File: src/rtl/aes_pkg.sv
// aes_pkg: shared state encoding and block geometry for the AES block loader
package aes_pkg;
  localparam int WORDS_PER_BLOCK = 4;
  localparam int BLOCK_W = 128;
  localparam int WORD_W = 32;
  typedef enum logic [1:0] {ST_FILL, ST_RUN, ST_HOLD} state_t;
endpackage

File: src/rtl/aes_word_packer.sv
// aes_word_packer: 32->128 shift packer, first word lands in [127:96]
//   i_clk, i_rst_n : clock, async active-low reset
//   i_clr          : sync clear of the word count (block contents kept)
//   i_wr           : shift i_data in this cycle
//   o_block        : packed block
//   o_cnt, o_full  : words held, full when all four are present
//   WRAP           : count returns to 0 after the last word instead of holding at full
module aes_word_packer
  import aes_pkg::*;
#(
  parameter bit WRAP = 1'b0
) (
  input  logic               i_clk,
  input  logic               i_rst_n,
  input  logic               i_clr,
  input  logic               i_wr,
  input  logic [WORD_W-1:0]  i_data,
  output logic [BLOCK_W-1:0] o_block,
  output logic [2:0]         o_cnt,
  output logic               o_full
);
  logic [BLOCK_W-1:0] r_block;
  logic [2:0] r_cnt;
  always_ff @(posedge i_clk or negedge i_rst_n) begin
    if (!i_rst_n) begin
      r_block <= '0;
      r_cnt <= '0;
    end else begin
      if (i_wr) r_block <= {r_block[BLOCK_W-WORD_W-1:0], i_data};
      if (i_clr) r_cnt <= '0;
      else if (i_wr) r_cnt <= (WRAP && r_cnt == 3'(WORDS_PER_BLOCK - 1)) ? 3'd0 : r_cnt + 3'd1;
    end
  end
  assign o_block = r_block;
  assign o_cnt = r_cnt;
  assign o_full = r_cnt == 3'(WORDS_PER_BLOCK);
endmodule

File: src/rtl/aes_block_loader.sv
// aes_block_loader: gathers host words into key/plaintext, runs AES_top with a watchdog
//   AES_clk, AES_rst_n          : clock, async active-low reset
//   wr_valid/wr_ready/wr_data   : host word handshake, wr_is_key selects key or data group
//   soft_clr                    : sync clear of counters, key_loaded, timeout_err; back to FILL
//   AES_en/AES_data_in/AES_key_in : drive to AES_top, stable for the whole RUN state
//   AES_data_out_valid          : completion from AES_top
//   busy, done, timeout_err     : RUN/HOLD flag, normal-completion pulse, sticky abort flag
module aes_block_loader
  import aes_pkg::*;
#(
  parameter int TIMEOUT_CYCLES = 64,
  parameter int CNT_W = 7
) (
  input  logic                AES_clk,
  input  logic                AES_rst_n,
  input  logic                wr_valid,
  output logic                wr_ready,
  input  logic [WORD_W-1:0]   wr_data,
  input  logic                wr_is_key,
  input  logic                soft_clr,
  output logic                AES_en,
  output logic [BLOCK_W-1:0]  AES_data_in,
  output logic [BLOCK_W-1:0]  AES_key_in,
  input  logic                AES_data_out_valid,
  output logic                busy,
  output logic                done,
  output logic                timeout_err
);
  state_t r_state, w_state_nxt;
  logic r_key_loaded, r_done, r_timeout_err;
  logic [CNT_W-1:0] r_wd;
  logic [2:0] w_key_cnt, w_data_cnt;
  logic w_key_full, w_data_full, w_accept, w_key_wr, w_data_wr;
  logic w_key_loaded_nxt, w_start, w_wd_exp, w_run;
  assign w_run = r_state == ST_RUN;
  assign wr_ready = r_state == ST_FILL && (wr_is_key ? !w_key_full : !w_data_full);
  assign w_accept = wr_valid & wr_ready & ~soft_clr;
  assign w_key_wr = w_accept & wr_is_key;
  assign w_data_wr = w_accept & ~wr_is_key;
  aes_word_packer #(.WRAP(1'b1)) u_key (
    .i_clk(AES_clk), .i_rst_n(AES_rst_n), .i_clr(soft_clr), .i_wr(w_key_wr),
    .i_data(wr_data), .o_block(AES_key_in), .o_cnt(w_key_cnt), .o_full(w_key_full)
  );
  aes_word_packer #(.WRAP(1'b0)) u_data (
    .i_clk(AES_clk), .i_rst_n(AES_rst_n), .i_clr(soft_clr | r_state == ST_HOLD), .i_wr(w_data_wr),
    .i_data(wr_data), .o_block(AES_data_in), .o_cnt(w_data_cnt), .o_full(w_data_full)
  );
  // Start decision looks at the counts after this cycle's write so RUN follows the last word by one cycle
  assign w_key_loaded_nxt = (w_key_wr && w_key_cnt == 3'(WORDS_PER_BLOCK - 1)) ||
                            (r_key_loaded && !(w_key_wr && w_key_cnt == 3'd0));
  assign w_start = (w_data_full || (w_data_wr && w_data_cnt == 3'(WORDS_PER_BLOCK - 1))) &&
                   w_key_loaded_nxt && (w_key_wr ? w_key_cnt == 3'(WORDS_PER_BLOCK - 1) : w_key_cnt == 3'd0);
  assign w_wd_exp = r_wd == CNT_W'(TIMEOUT_CYCLES - 1);
  always_comb begin
    w_state_nxt = ST_FILL;
    case (r_state)
      ST_FILL: w_state_nxt = w_start ? ST_RUN : ST_FILL;
      ST_RUN:  w_state_nxt = (AES_data_out_valid | w_wd_exp) ? ST_HOLD : ST_RUN;
      default: w_state_nxt = ST_FILL;
    endcase
    if (soft_clr) w_state_nxt = ST_FILL;
  end
  always_ff @(posedge AES_clk or negedge AES_rst_n) begin
    if (!AES_rst_n) begin
      r_state <= ST_FILL;
      r_key_loaded <= 1'b0;
      r_wd <= '0;
      r_done <= 1'b0;
      r_timeout_err <= 1'b0;
    end else begin
      r_state <= w_state_nxt;
      r_key_loaded <= !soft_clr && w_key_loaded_nxt;
      r_wd <= (w_run && !soft_clr) ? r_wd + CNT_W'(1) : '0;
      r_done <= !soft_clr && w_run && AES_data_out_valid;
      // valid wins over an expiring watchdog in the same cycle
      r_timeout_err <= !soft_clr && (r_timeout_err || (w_run && !AES_data_out_valid && w_wd_exp));
    end
  end
  assign AES_en = w_run;
  assign busy = w_run || r_state == ST_HOLD;
  assign done = r_done;
  assign timeout_err = r_timeout_err;
endmodule

File: config.mk
export PLATFORM = sky130hd
export DESIGN_NAME = aes_block_loader
export DESIGN_NICKNAME = d
export VERILOG_FILES = /design/src/rtl/aes_pkg.sv /design/src/rtl/aes_word_packer.sv /design/src/rtl/aes_block_loader.sv
export SDC_FILE = /design/constraint.sdc
export NUM_CORES = 1
export LEC_CHECK = 0
export CORE_ASPECT_RATIO = 0.6
export CORE_MARGIN = 3
export CORE_UTILIZATION = 48
export DETAILED_ROUTE_END_ITERATION = 10
export GPL_TIMING_DRIVEN = 1
export HOLD_SLACK_MARGIN = 0.08
export PLACE_DENSITY_LB_ADDON = 0.08
export SLEW_MARGIN = 20
export SYNTH_ARGS = -nofsm -noshare
export SYNTH_HDL_FRONTEND = slang
export SYNTH_SLANG_ARGS = --single-unit
File: constraint.sdc
create_clock -name AES_clk -period 2 [get_ports AES_clk]
set_input_delay 0.6 -clock AES_clk [delete_from_list [all_inputs] [get_ports AES_clk]]
set_output_delay 0.6 -clock AES_clk [all_outputs]
set_load 0.05 [all_outputs]
* Word level (Yosys, flattened, before mapping)
Index checks and enable logic that the tools add are counted.
** Word-level totals
- Logic and storage cells :: 65
- Bits of input ports :: 38
- Output and inout bits :: 261
- Flip-flop bits (word level) :: 274
** Cells by class
- Reduce and logical (&&, ||, !) cells :: 26
- Equal/unequal tests :: 7
- Bitwise operators :: 8
- Muxes and demuxes :: 12
- Add/sub/neg operators :: 3
** Operators by type and width (number)
- $mux W3 :: 5
- $logic_and A1 B1 Y1 :: 13
- $add A7 B1 Y7 const B :: 1
- $eq A7 B6 Y1 const B :: 1
- $mux W7 :: 1
- $add A3 B1 Y3 const B :: 2
- $eq A3 B2 Y1 const B :: 2
- $eq A3 B3 Y1 const B :: 2
- $logic_not A1 Y1 :: 5
- $and A1 B1 Y1 :: 4
- $logic_or A1 B1 Y1 :: 4
- $mux W2 :: 2
- $pmux W2 S2 :: 1
- $reduce_bool A2 Y1 :: 2
- $logic_not A3 Y1 :: 1
- $mux W1 :: 3
- $eq A2 B1 Y1 const B :: 1
- $eq A2 B2 Y1 const B :: 1
- $logic_not A2 Y1 :: 1
- $not A1 Y1 :: 2
- $or A1 B1 Y1 :: 2

* Depth between registers and ports, before layout
- Depth in word-level cells :: 16
- Mapped depth :: 9
- Mapped depth without buffers :: 6

* Modules after synthesis
A second synthesis with hierarchy kept.
** Unflattened totals
- Cells, all modules :: 641
- Area total of the unflattened synthesis :: 11115.7 sq um
** By module, submodules not included
- aes_word_packer (u_data) :: seq. area each 3278.1 sq um, cells each 286, instances 1, area an instance 5248.8 sq um
- aes_word_packer (u_key) :: seq. area each 3278.1 sq um, cells each 288, instances 1, area an instance 5191.2 sq um
- aes_block_loader :: seq. area each 300.3 sq um, cells each 67, instances 1, area an instance 675.6 sq um

* Worst setup path after synthesis
Ideal clock, no wire load.
- Kind :: input port to flip-flop
- Start point :: input soft_clr
- End point :: register u_key.r_block[100] (netlist: u_key.o_block[100])
- Path slack :: 261 ps
- Path buffers :: 3
- Arrival :: 1613 ps
- Library setup time :: 125 ps
- Required time :: 1875 ps
- Cell stages on the path :: 6
- Cell sequence :: buf_6 -> a21oi_2 -> nand4_2 -> buf_6 -> buf_6 -> mux2_4
** On the way
- Word-level cells in the longest chain between the ends :: 3
** RTL lines
- start, declared :: line aes_block_loader.sv:20 : input logic soft_clr,
- $not A1 Y1 :: line aes_block_loader.sv:37 : assign w_accept = wr_valid & wr_ready & ~soft_clr;
- $and A1 B1 Y1 :: line aes_block_loader.sv:37
- $and A1 B1 Y1 :: line aes_block_loader.sv:38 : assign w_key_wr = w_accept & wr_is_key;
- end signal, assigned :: line aes_word_packer.sv:29 : if (i_wr) r_block <= {r_block[BLOCK_W-WORD_W-1:0], i_data};
- end, declared :: line aes_word_packer.sv:22 : logic [BLOCK_W-1:0] r_block;
Every way passes these cells.
A chain may end at the register's enable or synchronous reset.

* Worst setup path in the final report
- Start point :: register u_data.r_cnt[0] (netlist: u_data.o_cnt[0])
- End point :: output wr_ready
** On the way
- Word-level cells in the longest chain between the ends :: 4
** RTL lines
- start, declared :: line aes_word_packer.sv:23 : logic [2:0] r_cnt;
- start signal, assigned :: line aes_word_packer.sv:31 : else if (i_wr) r_cnt <= (WRAP && r_cnt == 3'(WORDS_PER_BLOCK - 1)) ? 3'd0 : r_cnt + 3'd1;
- $eq A3 B3 Y1 :: line aes_word_packer.sv:36 : assign o_full = r_cnt == 3'(WORDS_PER_BLOCK);
- $logic_not A1 Y1 :: line aes_block_loader.sv:36 : assign wr_ready = r_state == ST_FILL && (wr_is_key ? !w_key_full : !w_data_full);
- $mux W1 :: line aes_block_loader.sv:36
- $logic_and A1 B1 Y1 :: line aes_block_loader.sv:36
- end, declared :: line aes_block_loader.sv:17 : output logic wr_ready,
Every way passes these cells.

==> summary.md <==
| Metric | Value |
|---|---|
| CP arrival | 1.59 ns |
| Final core occ | 68.2% |
| Async SR Flop Fraction | 100% |
| Area occupied by multi-input gates | 0.00367 sq mm |
| Initial DRC Count | 381 |
| Hold_sp | r_wd[0] |
| Final hold vios | 0 |
| Slew Limit Fails | 0 |
| CP Capture Type | primary output |
| Area Growth Syn to Fin | 36.0% |
| WL per Instance | 17.6 um |
| Outcome | finished with violations |
| H-tree Lvls | 1 |
| Initial cell density of the core | 50.2% |
| CP Data Required Time | 1.40 ns |
| Gr usage total | 21.8% |
| Number of diodes | 0 |
| FP Rows | 41 |
| Failing checks | negative setup slack |
| Reg clk slew, reported paths | 0.06 ns |
| Max-cap viol count | 0 |
| Peak supply drop | 1.30 mV |
| Storage element area | 0.00686 sq mm |
| Wirelength, routed | 27000 um |
| Final period utilization | 110% |
| Synthesized flop and latch total | 274 |
| RSZ-0062 raised after global routing | yes |
| Compound-Gate Fraction of Synth Area | 0.753% |
| CTS tree | done |
| Post-DR vias/cell | 4.92 |
| Core Area | 0.0215 sq mm |
| Total grt overflow | 0 |
| Mapped Area | 0.0108 sq mm |
| Worst Setup SP | u_data.o_cnt[0] |
| Fmax | 456 MHz |
| Clk buf depth | 3 |
| Setup violators final | 1 |
| Via Count | 7533 |
| Clk sinks | 274 |
| Final Critical Period | 2.19 ns |
| Share of cells above drive strength 1 | 39.2% |
| Antenna violations before repair | 0 |
| Die H | 122 um |
| Launch point of the worst reg-to-reg path | u_key.o_cnt[1] |
| FF-to-FF End | u_key.o_block[90] |
| Worst R2R Path Depth | 7 |
| CTS Buf Count | 25 |
| Die outline width | 200 um |
| Synth Flop Type | dfrtp_1 |
| Adder-cell share of the synthesized area | 1.04% |
| Sequential fraction of the synthesis area | 63.4% |
| Mean Syn Cell Area | 12.0 sq um |
| Worst min-delay path class | flip-flop to flip-flop |
| Pin count of the biggest net entering global routing | 56 |
| GP Congestion | 0.767 |
| Number of library cell types mapped by synthesis | 32 |
| Synthesized net count | 949 |
| Leakage | 7.87 nW |
| Syn. warnings | 0 |
| Clock skew | 0.00761 ns |
| Nets | 1280 |
| DRC viols | 0 |
| DP Wirelength | 19500 um |
| Die area | 0.0244 sq mm |
| Simple-Gate Fraction of Synth Area | 15.0% |
| Crit start category | flip-flop |
| Crit path max fanout | 2 |
| Fin worst setup slack | -0.195 ns |
| Cells after Synth | 902 |
| DRT Pass-1 Iters | 4 |
| Root Buffer | clkbuf_16 |
| Total power | 23.8 mW |
| Post-Synth XOR/XNOR Area | 0.405% |
| Post-synthesis mux area share | 16.3% |
| Io pins | 299 |
| Final instance area | 0.0147 sq mm |
| Worst-Skew Late Latency | 0.51 ns |
| Flop-to-flop setup slack | 0.27 ns |
| Crit Path Class | flip-flop to primary output |
| Worst slew pin tran | 0.355 ns |
| Hold Crit Depth | 1 |
| Post-synth EDFFs | 0 |
| Port Buffers | 298 |
| Total negative slack | -0.195 ns |
| First-pass GRT wire length | 42300 um |
| Main combinational cell family by area after synthesis | multiplexers |
| Pwr dens | 1620 mW/mm^2 |
| Number of routed nets with antenna violations | 0 |
| Area after DPL | 0.0137 sq mm |
| Place WS | -0.270 ns |
| FILL cells | 1607 |
| Number of global-route vias before repair | 7470 |
| Hold EP | r_wd[0] |
| Slew HR | 76.3% |
## cells in the final DEF, fill, tap and decap left out, types with 2 or more instances in the layout
| cell | synthesis | layout |
|---|---|---|
| nand2_1 | 388 | 387 |
| buf_4 | 13 | 292 |
| dfrtp_1 | 274 | 274 |
| mux2_4 | 76 | 76 |
| mux2_2 | 53 | 53 |
| clkdlybuf4s50_1 | 0 | 35 |
| clkbuf_16 | 0 | 25 |
| buf_12 | 0 | 18 |
| nor2_1 | 14 | 14 |
| clkbuf_1 | 12 | 9 |
| clkbuf_8 | 0 | 6 |
| inv_2 | 0 | 5 |
| inv_1 | 10 | 5 |
| nand3_1 | 5 | 5 |
| ha_1 | 9 | 5 |
| nor3_1 | 4 | 4 |
| xnor2_1 | 3 | 3 |
| ha_4 | 0 | 3 |
| bufinv_16 | 0 | 3 |
| and3_1 | 2 | 2 |
| xor2_1 | 2 | 2 |
| o211a_1 | 2 | 2 |
| mux2i_1 | 2 | 2 |
## worst max path at each step
stage	end	slack, ns	cells after the start
CTS	wr_ready	-0.19	5
finish	wr_ready	-0.19	5
detailed placement	u_key.o_block[90]	-0.27	6
global route	wr_ready	-0.26	5
global placement	u_key.o_block[113]	-0.25	6
floorplan	u_key.o_block[100]	0.26	6
## critical path, cell delays in order, from the launching register on
cell and delay, ns:
dfrtp_1 0.39, inv_1 0.07, ha_2 0.17, nand2_2 0.06, o211a_1 0.24, buf_12 0.16
## report_power, final
group	total [mW]	leakage, nW	switching (mW)	internal (mW)
clock network	4.96	0.409	2.03	2.93
logic	10.5	4.00	7.07	3.41
registers	8.34	3.45	1.26	7.08
## routing by layer
layer	part of all wire, %	global-route usage (%)	wire, um	vias to the layer above
met5	0	0	0	-
met4	2.3	5.01	620	0
met3	7.6	6.58	2060	43
met2	44	32.7	11900	215
met1	46	31.5	12400	3716
li1	-	-	-	3559
## Yosys cell counts (2+ instances only)
| cell | count | share of area, % |
|---|---|---|
| inv_1 | 10 | 0.35 |
| mux2_2 | 53 | 5.5 |
| and3_1 | 2 | 0.12 |
| nand3_1 | 5 | 0.23 |
| dfrtp_1 | 274 | 63 |
| buf_4 | 13 | 0.90 |
| ha_1 | 9 | 1.0 |
| nor3_1 | 4 | 0.19 |
| xor2_1 | 2 | 0.16 |
| clkbuf_1 | 12 | 0.42 |
| o211a_1 | 2 | 0.19 |
| mux2i_1 | 2 | 0.19 |
| nand2_1 | 388 | 13 |
| nor2_1 | 14 | 0.49 |
| xnor2_1 | 3 | 0.24 |
| buf_6 | 10 | 1.0 |
| mux2_4 | 76 | 11 |
| buf_2 | 9 | 0.42 |
## area by class of cell
cell class,instances,area share [%]
tap,279,2.38
timing repair buffer,348,20.0
multi-input combinational,574,24.9
clock inverter,5,0.724
clock buffer,40,5.05
inverter,10,0.255
sequential,274,46.7
## per-stage QoR
step,hold slack (ns),std cells
2_1_floorplan,0.304,902
3_3_place_gp,0.442,1476
3_5_place_dp,0.453,1476
4_1_cts,0.461,1527
5_1_grt,0.489,1530
6_report,0.454,1530
## kinds of logic after synthesis
group | count (synthesis)
AND/OR/NAND/NOR | 419
flip-flops | 274
multiplexers | 131
buffers and inverters | 54
AO/OA/AOI/OAI | 10
adder cells (fa/ha/maj) | 9
XOR/XNOR | 5
## flip-flops by register name, indices dropped and copies added, names as in the netlist
signal	flops
r_wd	7
r_key_loaded	1
done	1
u_key.o_cnt	3
u_data.o_block	128
u_data.o_cnt	3
r_state	2
timeout_err	1
u_key.o_block	128
## repair_timing
item / 4_1_cts / 5_1_grt
pin swaps: 2 / 1
endpoints found under the hold margin: 34 / 0
gates resized for setup: 8 / 6
buffers inserted: 5 / 3
endpoints found under the setup margin: 3 / 3
hold buffers: 1 / 0
Power figures use the tool's default switching activity.
